[config.mk]
export PLATFORM = sky130hd
export DESIGN_NAME = maze_path_finder
export DESIGN_NICKNAME = d
export VERILOG_FILES = /design/src/rtl/maze_pkg.sv /design/src/rtl/maze_prune_step.sv /design/src/rtl/maze_path_finder.sv
export SDC_FILE = /design/constraint.sdc
export NUM_CORES = 1
export LEC_CHECK = 0
export ABC_AREA = 1
export BUFFER_PORTS_ARGS = -buffer_cell sky130_fd_sc_hd__buf_2
export CAP_MARGIN = 40
export CORE_AREA = 2 2 109 111
export CTS_CLUSTER_DIAMETER = 100
export CTS_CLUSTER_SIZE = 16
export DETAILED_ROUTE_END_ITERATION = 16
export DIE_AREA = 0 0 111 113
export PLACE_DENSITY = 0.74
export RECOVER_POWER = 100
export SYNTH_ARGS = -nofsm -noshare
export SYNTH_HDL_FRONTEND = slang
export SYNTH_SLANG_ARGS = --single-unit
[constraint.sdc]
create_clock -name clk -period 3 [get_ports clk]
set_input_delay 0.15 -clock clk [delete_from_list [all_inputs] [get_ports clk]]
set_output_delay 0.15 -clock clk [all_outputs]
set_load 0.01 [all_outputs]
[src/rtl/maze_pkg.sv]
// Shared types for the maze path finder: controller states and
// move-priority encodings.
package maze_pkg;

    typedef enum logic [2:0] {
        IDLE,
        LOAD,
        PRUNE,
        WALK,
        FAIL
    } state_t;

    // Value of pri_right selecting which move is tried first.
    localparam logic PRI_DOWN  = 1'b0;
    localparam logic PRI_RIGHT = 1'b1;

endpackage : maze_pkg

[src/rtl/maze_prune_step.sv]
// One parallel pruning step over the whole keep map. A cell survives only if
// it is open and is either the goal or has a surviving down or right
// neighbour. Cells outside the grid count as blocked. Purely combinational;
// the caller holds the keep map in its own registers.
module maze_prune_step #(
    parameter int ROWS = 8,
    parameter int COLS = 8
) (
    input  logic [ROWS-1:0][COLS-1:0] keep_i,
    output logic [ROWS-1:0][COLS-1:0] keep_o,
    output logic                      stable_o
);

    for (genvar r = 0; r < ROWS; r++) begin : g_row
        for (genvar c = 0; c < COLS; c++) begin : g_col
            localparam logic IS_GOAL = (r == ROWS - 1) && (c == COLS - 1);
            logic down_ok;
            logic right_ok;

            if (r < ROWS - 1) begin : g_down
                assign down_ok = keep_i[r+1][c];
            end else begin : g_no_down
                assign down_ok = 1'b0;
            end

            if (c < COLS - 1) begin : g_right
                assign right_ok = keep_i[r][c+1];
            end else begin : g_no_right
                assign right_ok = 1'b0;
            end

            assign keep_o[r][c] = keep_i[r][c] & (IS_GOAL | down_ok | right_ok);
        end
    end

    // Nothing would change this step: the keep map has reached its fixed point.
    assign stable_o = (keep_o == keep_i);

endmodule : maze_prune_step

[src/rtl/maze_path_finder.sv]
// Down/right maze solver. Loads a ROWS x COLS grid one row per cycle, prunes
// cells that cannot reach the bottom-right goal until the map is stable, then
// streams the path from (0,0) to the goal one coordinate per cycle, or emits a
// single fail beat when no path exists. The grid register doubles as the keep
// map once loading is finished.
module maze_path_finder
    import maze_pkg::*;
#(
    parameter  int ROWS = 8,
    parameter  int COLS = 8,
    localparam int RW   = $clog2(ROWS),
    localparam int CW   = $clog2(COLS)
) (
    input  logic            clk,
    input  logic            rst_n,
    input  logic            in_valid,
    input  logic [COLS-1:0] maze,
    input  logic            pri_right,
    output logic            busy,
    output logic            out_valid,
    output logic            out_fail,
    output logic [RW-1:0]   out_row,
    output logic [CW-1:0]   out_col
);

    localparam logic [RW-1:0] LAST_R = RW'(ROWS - 1);
    localparam logic [CW-1:0] LAST_C = CW'(COLS - 1);
    localparam logic [RW-1:0] R_ONE  = RW'(1);
    localparam logic [CW-1:0] C_ONE  = CW'(1);

    state_t                    state_q, state_d;
    logic [ROWS-1:0][COLS-1:0] grid_q, grid_d;
    logic [RW-1:0]             row_q, row_d;
    logic                      pri_q, pri_d;
    logic                      out_valid_q, out_valid_d;
    logic                      out_fail_q, out_fail_d;
    logic [RW-1:0]             pos_r_q, pos_r_d;
    logic [CW-1:0]             pos_c_q, pos_c_d;

    logic [ROWS-1:0][COLS-1:0] keep_nxt;
    logic                      stable;
    logic                      at_goal;
    logic                      down_ok;
    logic                      right_ok;

    maze_prune_step #(
        .ROWS (ROWS),
        .COLS (COLS)
    ) u_prune_step (
        .keep_i   (grid_q),
        .keep_o   (keep_nxt),
        .stable_o (stable)
    );

    // Neighbour survival around the current walk position; the keep map
    // guarantees at least one of them holds whenever we are not at the goal.
    always_comb begin
        at_goal  = (pos_r_q == LAST_R) && (pos_c_q == LAST_C);
        down_ok  = 1'b0;
        right_ok = 1'b0;
        if (pos_r_q != LAST_R) begin
            down_ok = grid_q[pos_r_q + R_ONE][pos_c_q];
        end
        if (pos_c_q != LAST_C) begin
            right_ok = grid_q[pos_r_q][pos_c_q + C_ONE];
        end
    end

    // Next-state and registered-output decode; outputs are prepared one cycle
    // ahead so every beat comes straight from a flop.
    always_comb begin
        state_d     = state_q;
        grid_d      = grid_q;
        row_d       = row_q;
        pri_d       = pri_q;
        out_valid_d = 1'b0;
        out_fail_d  = 1'b0;
        pos_r_d     = '0;
        pos_c_d     = '0;

        unique case (state_q)
            IDLE: begin
                if (in_valid) begin
                    grid_d[0] = maze;
                    row_d     = R_ONE;
                    pri_d     = pri_right;
                    state_d   = LOAD;
                end
            end
            LOAD: begin
                if (in_valid) begin
                    grid_d[row_q] = maze;
                    row_d         = row_q + R_ONE;
                    if (row_q == LAST_R) begin
                        row_d   = '0;
                        state_d = PRUNE;
                    end
                end
            end
            PRUNE: begin
                grid_d = keep_nxt;
                if (stable) begin
                    out_valid_d = 1'b1;
                    if (grid_q[0][0]) begin
                        state_d = WALK;
                    end else begin
                        out_fail_d = 1'b1;
                        state_d    = FAIL;
                    end
                end
            end
            WALK: begin
                if (at_goal) begin
                    state_d = IDLE;
                end else begin
                    out_valid_d = 1'b1;
                    pos_r_d     = pos_r_q;
                    pos_c_d     = pos_c_q;
                    if (pri_q == PRI_RIGHT) begin
                        if (right_ok) pos_c_d = pos_c_q + C_ONE;
                        else          pos_r_d = pos_r_q + R_ONE;
                    end else begin
                        if (down_ok)  pos_r_d = pos_r_q + R_ONE;
                        else          pos_c_d = pos_c_q + C_ONE;
                    end
                end
            end
            FAIL: begin
                state_d = IDLE;
            end
            default: begin
                state_d = IDLE;
            end
        endcase
    end

    // Controller state register.
    always_ff @(posedge clk or negedge rst_n) begin
        if (!rst_n) state_q <= IDLE;
        else        state_q <= state_d;
    end

    // Grid/keep map, load bookkeeping and output registers; reset clears the
    // grid and kills any beat in flight.
    always_ff @(posedge clk or negedge rst_n) begin
        if (!rst_n) begin
            grid_q      <= '0;
            row_q       <= '0;
            pri_q       <= PRI_DOWN;
            out_valid_q <= 1'b0;
            out_fail_q  <= 1'b0;
            pos_r_q     <= '0;
            pos_c_q     <= '0;
        end else begin
            grid_q      <= grid_d;
            row_q       <= row_d;
            pri_q       <= pri_d;
            out_valid_q <= out_valid_d;
            out_fail_q  <= out_fail_d;
            pos_r_q     <= pos_r_d;
            pos_c_q     <= pos_c_d;
        end
    end

    // A job is in progress from its first row beat until the controller is
    // back in IDLE, which is the cycle after the last output beat.
    assign busy      = (state_q != IDLE) | in_valid;
    assign out_valid = out_valid_q;
    assign out_fail  = out_fail_q;
    assign out_row   = pos_r_q;
    assign out_col   = pos_c_q;

endmodule : maze_path_finder

Yosys cells after proc, flatten, opt, wreduce, memory -nomap -nowiden
Cells that the tools add are included.
W data, S select, Z words.
{"block": "totals", "reg_bits": 79, "output_inout_bits": 9, "word_cells": 215}
{"block": "classes", "n_addsub": 3, "n_lt_le_gt_ge": 6, "eq_ne": 18, "muxes": 43, "bitwise": 114, "reduce_logical": 15}
{"operator": "$pmux W56 S2", "n": 1}
{"operator": "$bwmux W64", "n": 1}
{"operator": "$mux W64", "n": 1}
{"operator": "$and A1 B1 Y1", "n": 63}
{"operator": "$eq A63 B63 Y1", "n": 1}
{"operator": "$mux W3", "n": 18}
{"operator": "$or A1 B1 Y1", "n": 50}
{"operator": "$bmux W8 S3", "n": 2}
{"operator": "$mux W8", "n": 4}
{"operator": "$demux W8 S3", "n": 1}
{"operator": "$pmux W8 S3", "n": 1}
{"operator": "$lt A3 B4 Y1 const B", "n": 5}
{"operator": "$ne A4 B4 Y1 const B", "n": 4}
{"operator": "$pmux W3 S4", "n": 1}
{"operator": "$ne A2 B2 Y1 const B", "n": 5}
{"operator": "$add A3 B1 Y3 const B", "n": 3}
{"operator": "$eq A3 B3 Y1 const B", "n": 3}
{"operator": "$mux W1", "n": 9}
{"operator": "$reduce_and A3 Y1", "n": 3}
{"operator": "$reduce_and A2 Y1", "n": 4}
{"operator": "$bmux W1 S3", "n": 2}
{"operator": "$eq A3 B2 Y1 const B", "n": 2}
{"operator": "$ne A3 B3 Y1 const B", "n": 2}
{"operator": "$pmux W3 S2", "n": 1}
{"operator": "9 further kinds", "n": 12}

Longest topological paths before layout
Gate-level depths: netlist of the first run.
{"block": "depth", "ltp_word": 10, "mapped_depth": 15}

Modules after synthesis
Synthesis of the first run repeated with hierarchy kept, for this count alone.
{"block": "hier_totals", "hier_cells": 924, "area_unflattened_um2": 6068.3}
{"mod": "maze_path_finder", "instances": 1, "cells_per_inst": 664, "area_per_inst_um2": 4947.2, "seq_area_each_um2": 1976.9}
{"mod": "maze_prune_step", "instances": 1, "cells_per_inst": 260, "area_per_inst_um2": 1121.1, "seq_area_each_um2": 0.0}

Worst setup path before layout of the first run
No wires, ideal clock.
{"block": "synth_timing", "path_type": "flip-flop to flip-flop", "from": "reg pos_r_q[0] (netlist: out_row[0])", "to": "reg pos_r_q[1] (netlist: out_row[1])", "setup_time_ns": 0.119, "arrival_ns": 1.974, "t_required_ns": 2.881, "setup_slack_ns": 0.907, "stages_incl_launch_ff": 15, "n_path_buf": 1, "period_less_slack_ns": 2.093, "path_cell_list": "dfrtp_1 ha_1 ha_1 buf_2 clkinv_1 nand3_1 nand2_1 nand2_1 nand3_1 nand3_1 nand2_1 nand2_1 nand3_1 nand3_1 nand2_1"}
{"block": "synth_between", "elab_chain_len": 8}
{"element": "start, declared", "line_no": "maze_path_finder.sv:37", "source": "logic [RW-1:0] pos_r_q, pos_r_d;"}
{"element": "start signal, assigned", "line_no": "maze_path_finder.sv:160", "source": "pos_r_q <= pos_r_d;"}
{"element": "$add A3 B1 Y3", "line_no": "maze_path_finder.sv:62, maze_path_finder.sv:121, maze_path_finder.sv:123"}
{"element": "$bmux W8 S3", "line_no": "maze_path_finder.sv:62", "source": "down_ok = grid_q[pos_r_q + R_ONE][pos_c_q];"}
{"element": "$mux W8 (not written as such)", "line_no": "maze_path_finder.sv:62"}
{"element": "$bmux W1 S3", "line_no": "maze_path_finder.sv:62"}
{"element": "$mux W1 (not written as such)", "line_no": "maze_path_finder.sv:62"}
{"element": "$mux W1", "line_no": "maze_path_finder.sv:61", "source": "if (pos_r_q != LAST_R) begin"}
{"element": "$ne A4 B4 Y1 (no source line)"}
{"element": "$reduce_and A2 Y1 (no source line)"}
Several ways; a longest one is shown, not always the timed one. The select of a mux whose other input is x is not followed.
A chain may end at the register's enable or synchronous reset.

Final worst setup path of the first run
{"block": "layout_timing", "from": "reg pos_r_q[0] (netlist: out_row[0])", "to": "reg pos_r_q[2] (netlist: out_row[2])"}
The elaborated chain is that of the path after synthesis.

==> results.md, run 1 <==
* Final critical-path share of the clock period at between 80% and 90%
* Result of the run: finished, final reports clean
* Dominant cell type by area after synthesis: sky130_fd_sc_hd__dfrtp_1
* Placeable core region at around 11,000 um2
* Root cell of the clock tree: sky130_fd_sc_hd__clkbuf_16
* Reg2Reg Setup Slack at about 0.55 ns
* Maximum count of clock buffers along a single path at 2
* R2r endpoint: out_row[2]$_DFFE_PN0P_
* Antenna-violating nets left at 0
* Initial Util at around 50%
* Most frequent cell after synthesis: sky130_fd_sc_hd__nand2_1
* Flop and latch count out of synthesis at between 70 and 80
* Iteration count of the initial detailed-routing pass at 7
* Clock latency reported for the late side of the worst-skew pair at 0.34 ns
* Antenna violations before repair at 0
* Net count of the finished layout at between 800 and 900
* Cell total after placement at 989
* Crit-path max FO at 9
* Clk pin slew, worst setup/hold paths at roughly 0.06 ns
* Dominant register cell in the synthesized netlist: sky130_fd_sc_hd__dfrtp_1
* Final setup skew at 0.00379 ns
* Cell depth of the worst flop-to-flop path at 13
* Via count of the first global-routing pass at roughly 5,200
* Routed vias at ~6,100
* Iter 0 DRT Violations at 763
* Unrepaired setup endpoints after global routing: false
* Leakage at 0.00284 uW
* Leading post-synthesis cells by cell area: sky130_fd_sc_hd__dfrtp_1, sky130_fd_sc_hd__nand2_1, sky130_fd_sc_hd__nand3_1
* Routed wire per std cell at between 15 and 20 um
* Seq/Total Area, Yosys at a little over a third
* Post-detail-place hpwl at 12,800 um
* Relative slew slack at under 10%
* Buffers inserted by post-CTS timing repair at 0
* Fraction of final layout cells with drive strength greater than 1 at under 10%
* IR Drop Worst-Case VDD at 0.000550 V
* Routed vias/inst at 6.07
* Launching point of the worst reg2reg path: out_row[0]$_DFFE_PN0P_
* Commonest cells in the netlist: sky130_fd_sc_hd__nand2_1, sky130_fd_sc_hd__nand3_1, sky130_fd_sc_hd__inv_1, sky130_fd_sc_hd__dfrtp_1, sky130_fd_sc_hd__nor2_1
* Clock sinks at between 70 and 80
* Timing endpoint of the critical path: out_row[2]$_DFFE_PN0P_
* Max-Cap Viols at 0
* Synthesized instance count at ~850
* RePlAce Congestion at 0.950
* Final antenna diode count at 0
* Number of H-tree branching levels at 3
* Largest net degree at the start of global routing at ~70
* First-pass GRT wire length at 28,800 um
* Critical setup path kind: reg -> reg
* Critical Path Source Type: register
* Kind of end point of the critical path: register
* Top-Level Pins at 21
* CTS buffer count at 9
* Die Height at approximately 110 um
* Distinct cells, synth at 31
* Ratio of total power to cell area at between 1000 and 1500 nW/um2
* GRT Overall Usage at 28.9%
* Yosys Warn Count at 0
* Setup TNS Final at 0 ns
* Average cell area after synthesis at ~6.6 um2
* Slew @ Worst Pin at between 1 and 1.5 ns
* Total grt overflow at 0
* Residual DRC at 0
* Total die area at 12,500 um2
* Fraction of synthesis flops using an asynchronous set or reset pin at 100%
* Max Clock Freq at slightly above 400 MHz
* Worst Path Arrival at 2.68 ns
* HP Class: in -> reg
* Final Hold Fails at 0
* Area added between synthesis and finish at 7.63%
* Total nets after synthesis at roughly 870
* Final Slew Violations at 0
* Die outline width at 111 um
* Number of placement rows at 39
* Required time reported for the critical path endpoint at about 3.2 ns
* Synthesized area at about 5600 um2
* TritonCTS clock tree: built
* Post-route insts no fill at about 1,000
* Synth top area share at about 35%
* Launch point of the worst path: out_row[0]$_DFFE_PN0P_
* Final setup violation count at 0
* Number of flops mapped to enable cells by yosys at 0
* Hold Startpoint: pri_right
* Port Buf Inserts at 20
* Final min period at 2.45 ns
* Aggregate routed wire length at approximately 18,000 um
[layout make-up]
type	count	area (um2)
fillers	1137	5260
multi-input cells	634	3040
flip-flops and latches	79	1980
inverters	102	383
clock buffers	11	243
repair buffers	32	183
well taps	143	179
clock inverters	2	10.0
[layer usage]
layer | vias up | GRT usage (%) | part of all wire (%) | wire [um]
met2 | 309 | 43.2 | 45 | 8060
met4 | 0 | 10.8 | 2.9 | 516
li1 | 2884 | - | - | -
met3 | 51 | 3.59 | 8.1 | 1450
met1 | 2841 | 43.1 | 44 | 7880
met5 | - | 0 | 0 | 0
[registers in the layout (all words and copies together) (netlist names)]
name,cells
grid_q,64
out_col,3
out_row,3
row_q,3
state_q,3
out_fail,1
out_valid,1
pri_q,1
[per-stage QoR]
step / hold WS, ns / utilization [%] / cell area (um2) / total power, uW / setup slack, ns
final: 0.0203 / 53.4 / 6020 / 6060 / 0.548
after global routing: 0.0443 / 53.4 / 6020 / 6530 / 0.313
after CTS: 0.0154 / 53.6 / 6040 / 5990 / 0.572
after detailed placement: 0.247 / 51.3 / 5780 / 4980 / 0.586
after global placement: 0.236 / 51.3 / 5780 / 4950 / 0.671
after floorplan: -0.146 / - / 5590 / 4090 / 0.907
[report_power, final]
group / switching (uW) / internal (uW) / total [uW]
Combinational: 1970 / 1040 / 3010
Clock: 425 / 566 / 991
Sequential: 629 / 1420 / 2050
Total: 3030 / 3030 / 6060
[logic make-up after synthesis]
group	Yosys count	share of synthesized area, %
adders and majority gates	6	1.34
buffers and inverters	140	10.2
AOI/OAI and AO/OA	138	15.7
and+or+nand+nor	490	37.3
DFF	79	35.4
[repair_timing]
item | in CTS | in global routing
endpoints found under the setup margin | 0 | 0
gates resized for setup | 0 | 0
hold endpoints to repair | 50 | 0
hold buffers | 1 | 0
[critical path, cell delays in order (launching register included)]
cell	delay, ns
sky130_fd_sc_hd__dfrtp_2	0.42
sky130_fd_sc_hd__ha_1	0.20
sky130_fd_sc_hd__ha_1	0.48
sky130_fd_sc_hd__clkinv_1	0.32
sky130_fd_sc_hd__nand3_1	0.17
sky130_fd_sc_hd__nand2_1	0.07
sky130_fd_sc_hd__nand2_1	0.06
sky130_fd_sc_hd__nand3_1	0.07
sky130_fd_sc_hd__nand3_1	0.09
sky130_fd_sc_hd__nand2_1	0.11
sky130_fd_sc_hd__nand2_1	0.09
sky130_fd_sc_hd__nand3_1	0.11
sky130_fd_sc_hd__nand3_1	0.10
sky130_fd_sc_hd__nand2_1	0.05
[worst min path at each step]
stage          cells past startpoint                endpoint  slack (ns)
6_report                           3       pri_q$_DFFE_PN0P_        0.02
5_1_grt                            3       pri_q$_DFFE_PN0P_        0.04
4_1_cts                            3       pri_q$_DFFE_PN0P_        0.02
3_5_place_dp                       1  grid_q[31]$_DFFE_PN0P_        0.25
3_3_place_gp                       1  grid_q[31]$_DFFE_PN0P_        0.24
2_1_floorplan                      0   grid_q[0]$_DFFE_PN0P_       -0.15
[placed cells by master (no fill, tap or decap), drive strengths merged, types with 3 or more instances in the layout]
cell type / instances
buf: 20
clkbuf: 22
ha: 6
nand2: 246
a21oi: 14
o21ai: 69
clkinv: 5
dfrtp: 79
nor3: 10
a22oi: 4
o211ai: 6
a32oi: 8
inv: 99
o311ai: 19
nor2: 61
a32o: 5
o221ai: 3
nand4: 13
nand3: 158
Power figures use the tool's default switching activity.
==> inputs of run 2 (changes only) <==
==> constraint.sdc (replaced) <==
create_clock -name clk -period 2.4 [get_ports clk]
set_input_delay 0.12 -clock clk [delete_from_list [all_inputs] [get_ports clk]]
set_output_delay 0.12 -clock clk [all_outputs]
set_load 0.01 [all_outputs]
==> run 2 against run 1 <==
Net effect:
- hold slack is essentially flat
- clock power increased by 76%
- clock skew is 0.0040 ns higher
- critical endpoint is now out_row[0]$_DFFE_PN0P_
- largest cell class unchanged
==> results.md, run 2 (synthesized netlist as in run 1, its figures left out) <==
* Area added between synthesis and finish at 11.4%
* Final antenna diode count at 0
* Iter 0 DRT Violations at roughly 710
* CTS buffer count at 9
* Die Height at 113 um
* Iteration count of the initial detailed-routing pass at 6
* Setup TNS Final at 0 ns
* First-pass GRT wire length at 29,500 um
* Max-Cap Viols at 0
* Total die area at between 10,000 and 15,000 um2
* Hold Startpoint: maze[6]
* Worst Path Arrival at between 2 and 2.5 ns
* GRT Overall Usage at 30.1%
* RePlAce Congestion at approximately 0.97
* Crit-path max FO at 9
* Max Clock Freq at around 460 MHz
* Clock latency reported for the late side of the worst-skew pair at around 0.35 ns
* Total grt overflow at 0
* Final setup slack of the worst path at 0.220 ns
* HP Class: in -> reg
* Largest net degree at the start of global routing at 47
* Crit path largest cell delay at between 0.4 and 0.5 ns
* Antenna-violating nets left at 0
* Reg2Reg Setup Slack at about 0.22 ns
* Final critical-path share of the clock period at about nine tenths
* Critical setup path kind: reg -> reg
* Clk pin slew, worst setup/hold paths at 0.06 ns
* Residual DRC at 0
* Aggregate routed wire length at around 18,000 um
* Final Slew Violations at 0
* Top-Level Pins at 21
* Bufs and invs on worst path at 1
* Routed vias at 6,087
* Final Hold Fails at 0
* Cell depth of the worst flop-to-flop path at 13
* Number of filler instances in the final layout at between 1,000 and 1,500
* Ordered cell list for the critical path: ha_1 -> ha_1 -> clkinvlp_4 -> nand3_1 -> nand2_1 -> nand2_1 -> nand3_1 -> nand3_1 -> nand2_1 -> nand2_1 -> nand3_1 -> nand3_1 -> nand2_1
* Ratio of total power to cell area at 1300 nW/um2
* Flip-flop count of the largest register after layout at 64
* Launching point of the worst reg2reg path: out_row[0]$_DFFE_PN0P_
* Routed wire per std cell at 18.0 um
* Post-placement setup slack at 0.214 ns
* Commonest non-fill, non-tap cells in the layout: sky130_fd_sc_hd__nand2_1, sky130_fd_sc_hd__nand3_1, sky130_fd_sc_hd__inv_1, sky130_fd_sc_hd__dfrtp_1, sky130_fd_sc_hd__o21ai_0
* Relative slew slack at between 10% and 20%
* Via count of the first global-routing pass at 5,475
* Number of H-tree branching levels at 3
* Number of placement rows at 39
* Kind of end point of the critical path: register
* Fraction of final layout cells with drive strength greater than 1 at just under 6%
* IR Drop Worst-Case VDD at ~0.00087 V
* Final setup violation count at 0
* Placeable core region at about 11,000 um2
* Clock sinks at 79
* TritonCTS clock tree: built
* Unrepaired setup endpoints after global routing: false
* Depth of the worst hold-timing path at 3
* Critical Path Source Type: register
* Most common library cell in the layout ignoring fill and taps: sky130_fd_sc_hd__nand2_1
* Initial Util at ~50%
* Post-detail-place hpwl at about 13,000 um
* Maximum count of clock buffers along a single path at 2
* Slew @ Worst Pin at 1.25 ns
* Result of the run: finished, final reports clean
* Port Buf Inserts at 20
* Die outline width at about 110 um
* Required time reported for the critical path endpoint at roughly 2.6 ns
* Routed vias/inst at roughly 6.0
* Leakage at about 0.0029 uW
* Final setup skew at around 0.0078 ns
* Register with the highest flop count: grid_q
* Slowest stage cell, crit path: sky130_fd_sc_hd__dfrtp_2
* Antenna violations before repair at 0
* WHS Endpoint: grid_q[62]$_DFFE_PN0P_
* Final min period at 2.18 ns
* R2r endpoint: out_row[0]$_DFFE_PN0P_
* Net count of the finished layout at between 800 and 900
* Root cell of the clock tree: sky130_fd_sc_hd__clkbuf_16
* Kind of cell adding the most delay to the critical path: simple AND/OR/NAND/NOR gates
## run 2: cell count changes in the layout (fill, tap and decap cells not counted), moves of 2 or more
cell and change:
sky130_fd_sc_hd__clkinv_2 -2, sky130_fd_sc_hd__buf_12 +2, sky130_fd_sc_hd__bufinv_16 +4, sky130_fd_sc_hd__buf_4 +5
sky130_fd_sc_hd__clkinvlp_4 +2, sky130_fd_sc_hd__clkbuf_1 -5
## run 2: how the worst max path moves through the flow
stage / startpoint / cells after the start / end
floorplan: out_row[0]$_DFFE_PN0P_ / 14 / out_row[1]$_DFFE_PN0P_
global placement: out_row[0]$_DFFE_PN0P_ / 13 / out_row[0]$_DFFE_PN0P_
detailed placement: out_row[0]$_DFFE_PN0P_ / 13 / out_row[0]$_DFFE_PN0P_
CTS: out_row[0]$_DFFE_PN0P_ / 13 / out_row[0]$_DFFE_PN0P_
global route: out_row[0]$_DFFE_PN0P_ / 13 / out_row[0]$_DFFE_PN0P_
finish: out_row[0]$_DFFE_PN0P_ / 13 / out_row[0]$_DFFE_PN0P_
## run 2: area by class of cell
type / instances / area, um2 / area share (%)
inverters: 102 / 387 / 6.21
well taps: 143 / 179 / 2.87
clock inverters: 5 / 128 / 2.05
flip-flops and latches: 79 / 1980 / 31.8
multi-input cells: 634 / 3040 / 48.8
repair buffers: 37 / 260 / 4.18
clock buffers: 11 / 253 / 4.06
## run 2: timing repair
action,in CTS,in global routing
resized for setup,0,1
endpoints found under the setup margin,0,3
hold buffers,2,0
hold endpoints to repair,46,0
buffers inserted,0,0
## run 2: through the flow
step	instance area (um2)	util [%]	total power, uW	hold WS, ns	instances
2_1_floorplan	5590	-	5110	-0.176	853
3_3_place_gp	5830	51.7	6250	0.192	993
3_5_place_dp	5830	51.7	6260	0.183	993
4_1_cts	6230	55.3	8030	0.0134	1011
5_1_grt	6220	55.2	8730	0.0423	1011
6_report	6220	55.2	8080	0.0206	1011
## run 2: where the power goes
part / internal [uW] / switching [uW]
logic: 1340 / 2400
clock network: 1180 / 562
registers: 1780 / 822
## run 2: worst register-to-register path, delay by kind of cell (launching register included)
kind                     cells  cell delay (ns)
AND/OR/NAND/NOR             10             0.92
adder cells (fa/ha/maj)      2             0.53
buffers and inverters        1             0.20
flip-flops                   1             0.42
## run 2: layer usage
layer	track usage [%]	wire (um)	part of all wire [%]	vias to the layer above
met1	41.8	7920	43	2839
met3	5.14	1460	8.0	46
met4	12.9	601	3.3	0
met5	0	0	0	-
met2	46.8	8250	45	298
li1	-	-	-	2904
==> inputs of run 3 (changes only) <==
--- a/config.mk
+++ b/config.mk
@@ -8,13 +8,14 @@
 export ABC_AREA = 1
 export BUFFER_PORTS_ARGS = -buffer_cell sky130_fd_sc_hd__buf_2
 export CAP_MARGIN = 40
-export CORE_AREA = 2 2 109 111
+export CORE_AREA = 2 2 114 116
 export CTS_CLUSTER_DIAMETER = 100
 export CTS_CLUSTER_SIZE = 16
 export DETAILED_ROUTE_END_ITERATION = 16
-export DIE_AREA = 0 0 111 113
-export PLACE_DENSITY = 0.74
+export DIE_AREA = 0 0 116 118
+export PLACE_DENSITY = 0.73
 export RECOVER_POWER = 100
 export SYNTH_ARGS = -nofsm -noshare
 export SYNTH_HDL_FRONTEND = slang
+export SYNTH_HIERARCHICAL = 1
 export SYNTH_SLANG_ARGS = --single-unit
==> run 3 against run 2 <==
Net effect:
- sequential power decreased by 14%
- critical path type unchanged
- sequential cell count unchanged
- synthesized cell count increased by 8.3%
- non-clock buffer count increased by 8
==> results.md, run 3 <==
* Share of power burned in registers at a little over a quarter
* Reg2Reg Setup Slack at ~0.17 ns
* Seq/Total Area, Yosys at roughly 33%
* Critical Path Source Type: register
* GRT Overall Usage at between 20% and 30%
* Ordered cell list for the critical path: ha_1 -> ha_1 -> clkinv_1 -> nand3_1 -> nand2_1 -> nand2_1 -> nand3_1 -> nand3_1 -> nand2_1 -> nand2_1 -> nand3_1 -> nand3_1 -> nand2_1
* Post-placement setup slack at 0.217 ns
* Bufs and invs on worst path at 1
* Logic pwr share at between 50 and 60%
* CTS buffer count at 9
* Detailed route wirelength on metal3 at 1880 um
* Slowest stage cell, crit path: sky130_fd_sc_hd__dfrtp_2
* Routed wire per std cell at 17.7 um
* Area added between synthesis and finish at 10.6%
* Internal power summed over all cells at ~4000 uW
* Final setup skew at ~0.010 ns
* Commonest cells in the netlist: sky130_fd_sc_hd__nand2_1, sky130_fd_sc_hd__nand3_1, sky130_fd_sc_hd__inv_1, sky130_fd_sc_hd__dfrtp_1, sky130_fd_sc_hd__a21oi_1
* Setup TNS Final at 0 ns
* Critical setup path kind: reg -> reg
* Ratio of total power to cell area at approximately 1300 nW/um2
* Iter 0 DRT Violations at about 970
* Final min period at ~2.2 ns
* RePlAce Congestion at slightly below 1
* Clock network fraction of design power at between 10% and 20%
* Top-Level Pins at 21
* HP Class: in -> async
* Number of H-tree branching levels at 3
* Total nets after synthesis at about 940
* Launching point of the worst reg2reg path: out_row[0]$_DFFE_PN0P_
* Max-Cap Viols at 0
* Synth top area share at between 30 and 40%
* Top layer used by detailed routing: met4
* Post-synthesis compound-gate area fraction at 19.3%
* Worst Path Arrival at around 2.5 ns
* Post-synthesis share of cell area spent on and, or, nand and nor gates at a little over a third
* Multiplexer share of the synthesized area at 0%
* Crit path largest cell delay at between 0.4 and 0.5 ns
* Final setup violation count at 0
* Die Height at 118 um
* Slew @ Worst Pin at 1.26 ns
* Met1 layer wirelength in the final routing at approximately 8600 um
* Dominant cell type by area after synthesis: sky130_fd_sc_hd__dfrtp_1
* Total die area at 13,700 um2
* Residual DRC at 0
* Wire length on met2 at 8620 um
* Clock sinks at between 70 and 80
* R2r endpoint: out_row[1]$_DFFE_PN0P_
* Placeable core region at between 10,000 and 15,000 um2
* Distinct cells, synth at 29
* Via count of the first global-routing pass at 5,828
* Kind of cell adding the most delay to the critical path: simple AND/OR/NAND/NOR gates
* First-pass GRT wire length at between 30,000 and 40,000 um
* Yosys Warn Count at 6
* Iteration count of the initial detailed-routing pass at 5
* Max Clock Freq at ~450 MHz
* Synthesized area at 6070 um2
* Unrepaired setup endpoints after global routing: false
* Number of placement rows at roughly 40
* Most common library cell in the layout ignoring fill and taps: sky130_fd_sc_hd__nand2_1
* Most frequent cell after synthesis: sky130_fd_sc_hd__nand2_1
* Port Buf Inserts at 20
* Buffers inserted by post-CTS timing repair at 0
* Fraction of synthesis flops using an asynchronous set or reset pin at 100%
* Initial Util at between 40 and 50%
* Area share of fa/ha/maj cells after synthesis at about 1.2%
* Post-detail-place hpwl at around 14,000 um
* Final Instance Area at roughly 6700 um2
* Root cell of the clock tree: sky130_fd_sc_hd__clkbuf_16
* Final Slew Violations at 0
* Sw Ratio at about half
* Cell depth of the worst flop-to-flop path at 13
* Kind of end point of the critical path: register
* Final setup slack of the worst path at 0.172 ns
* Leakage at between 0.002 and 0.003 uW
* Relative slew slack at 15.8%
* IR Drop Worst-Case VDD at slightly below 0.0005 V
* Power, Total at 8460 uW
* Launch point of the worst path: out_row[0]$_DFFE_PN0P_
* Dominant register cell in the synthesized netlist: sky130_fd_sc_hd__dfrtp_1
* Register with the highest flop count: grid_q
* Fraction of final layout cells with drive strength greater than 1 at 8.36%
* Switch Pwr at around 4400 uW
* Aggregate routed wire length at just under 20,000 um
* Average cell area after synthesis at 6.57 um2
* Final Hold Fails at 0
* Required time reported for the critical path endpoint at ~2.6 ns
* Net count of the finished layout at ~960
* Area share of xor/xnor cells in the synthesized design at 0%
* Number of flops mapped to enable cells by yosys at 0
* Flip-flop count of the largest register after layout at 64
* Result of the run: finished, final reports clean
* Maximum count of clock buffers along a single path at 2
* Worst Hold Margin at between 0.2 and 0.25 ns
* Crit-path max FO at 9
* Clock latency reported for the late side of the worst-skew pair at 0.36 ns
* TritonCTS clock tree: built
* Largest family of logic cells by synthesized area: simple AND/OR/NAND/NOR gates
* Synthesized instance count at between 900 and 1,000
* Routed vias/inst at slightly below 6
* Final critical-path share of the clock period at between 90 and 100%
* Cell area after placement at between 6000 and 7000 um2
* Routed vias at approximately 6,600
* Total grt overflow at 0
* Commonest non-fill, non-tap cells in the layout: sky130_fd_sc_hd__nand2_1, sky130_fd_sc_hd__nand3_1, sky130_fd_sc_hd__inv_1, sky130_fd_sc_hd__dfrtp_1, sky130_fd_sc_hd__a21oi_1
* Clk pin slew, worst setup/hold paths at roughly 0.060 ns
* Leading post-synthesis cells by cell area: sky130_fd_sc_hd__dfrtp_1, sky130_fd_sc_hd__nand2_1, sky130_fd_sc_hd__nand3_1
* Antenna violations before repair at 0
* Die outline width at 116 um
* Antenna-violating nets left at 0
* Largest net degree at the start of global routing at 74
* Flop and latch count out of synthesis at 79
## run 3: changes by cell type after synthesis, sizes merged, moves of 5 or more
cell / previous run / this run
o21ai: 69 / 15
a21oi: 14 / 58
nand2: 246 / 287
a22oi: 4 / 44
o31ai: 1 / 36
nor2: 61 / 35
nor3: 10 / 20
a32oi: 8 / 0
buf: 23 / 30
o211ai: 6 / 0
a32o: 5 / 0
clkbuf: 15 / 10
nand3: 158 / 163
## run 3: how the worst max path moves through the flow
stage | to | slack [ns] | cells past startpoint
floorplan | out_row[2]$_DFFE_PN0P_ | 0.30 | 14
global placement | out_row[0]$_DFFE_PN0P_ | 0.26 | 13
detailed placement | out_row[1]$_DFFE_PN0P_ | 0.22 | 13
CTS | out_row[1]$_DFFE_PN0P_ | 0.20 | 13
global route | out_row[1]$_DFFE_PN0P_ | 0.009 | 13
finish | out_row[1]$_DFFE_PN0P_ | 0.17 | 13
## run 3: final cells by class
cell class              count  area [um2]
well taps                 172         215
multi-input cells         698        3470
inverters                 107         402
clock buffers              12         256
repair buffers             45         310
fillers                  1239        5710
diodes                      1        2.50
flip-flops and latches     79        1980
clock inverters             4        76.3
## run 3: metal layers
layer  vias up  GRT usage [%]
met1      3050           43.3
met4         0           12.9
li1       3199              -
met5         -              0
met2       339           42.7
met3        43           6.28
## run 3: worst reg2reg max path, delay by kind of cell (launching register included)
kind	cells	cell delay, ns
AND/OR/NAND/NOR	10	0.92
adder cells (fa/ha/maj)	2	0.50
flip-flops	1	0.42
buffers and inverters	1	0.26
## run 3: what timing repair did
| action | CTS | global route |
|---|---|---|
| hold buffers | 2 | 0 |
| gates resized for setup | 0 | 1 |
| endpoints found under the setup margin | 0 | 1 |
| endpoints found under the hold margin | 32 | 0 |
## run 3: logic make-up (layout without fill, tap and decap cells)
kind of cell | Yosys count | count (layout)
AND/OR/NAND/NOR | 516 | 516
AO/OA/AOI/OAI | 176 | 176
adder cells (fa/ha/maj) | 6 | 6
buffers and inverters | 147 | 168
flip-flops | 79 | 79
other | 0 | 1
## run 3: power by group through the flow
| stage | combinational, uW | sequential [uW] | clock (uW) |
|---|---|---|---|
| CTS | 4600 | 2210 | 1580 |
| finish | 4670 | 2230 | 1560 |
| floorplan | 3390 | 2060 | 0 |
| global route | 5210 | 2280 | 1630 |
| global placement | 4540 | 2230 | 0 |
| detailed placement | 4570 | 2230 | 0 |
## run 3: per-stage QoR
step,utilization (%),std cells
2_1_floorplan,-,924
3_3_place_gp,51.4,1098
3_5_place_dp,51.5,1099
4_1_cts,54.3,1117
5_1_grt,54.0,1117
6_report,54.0,1118
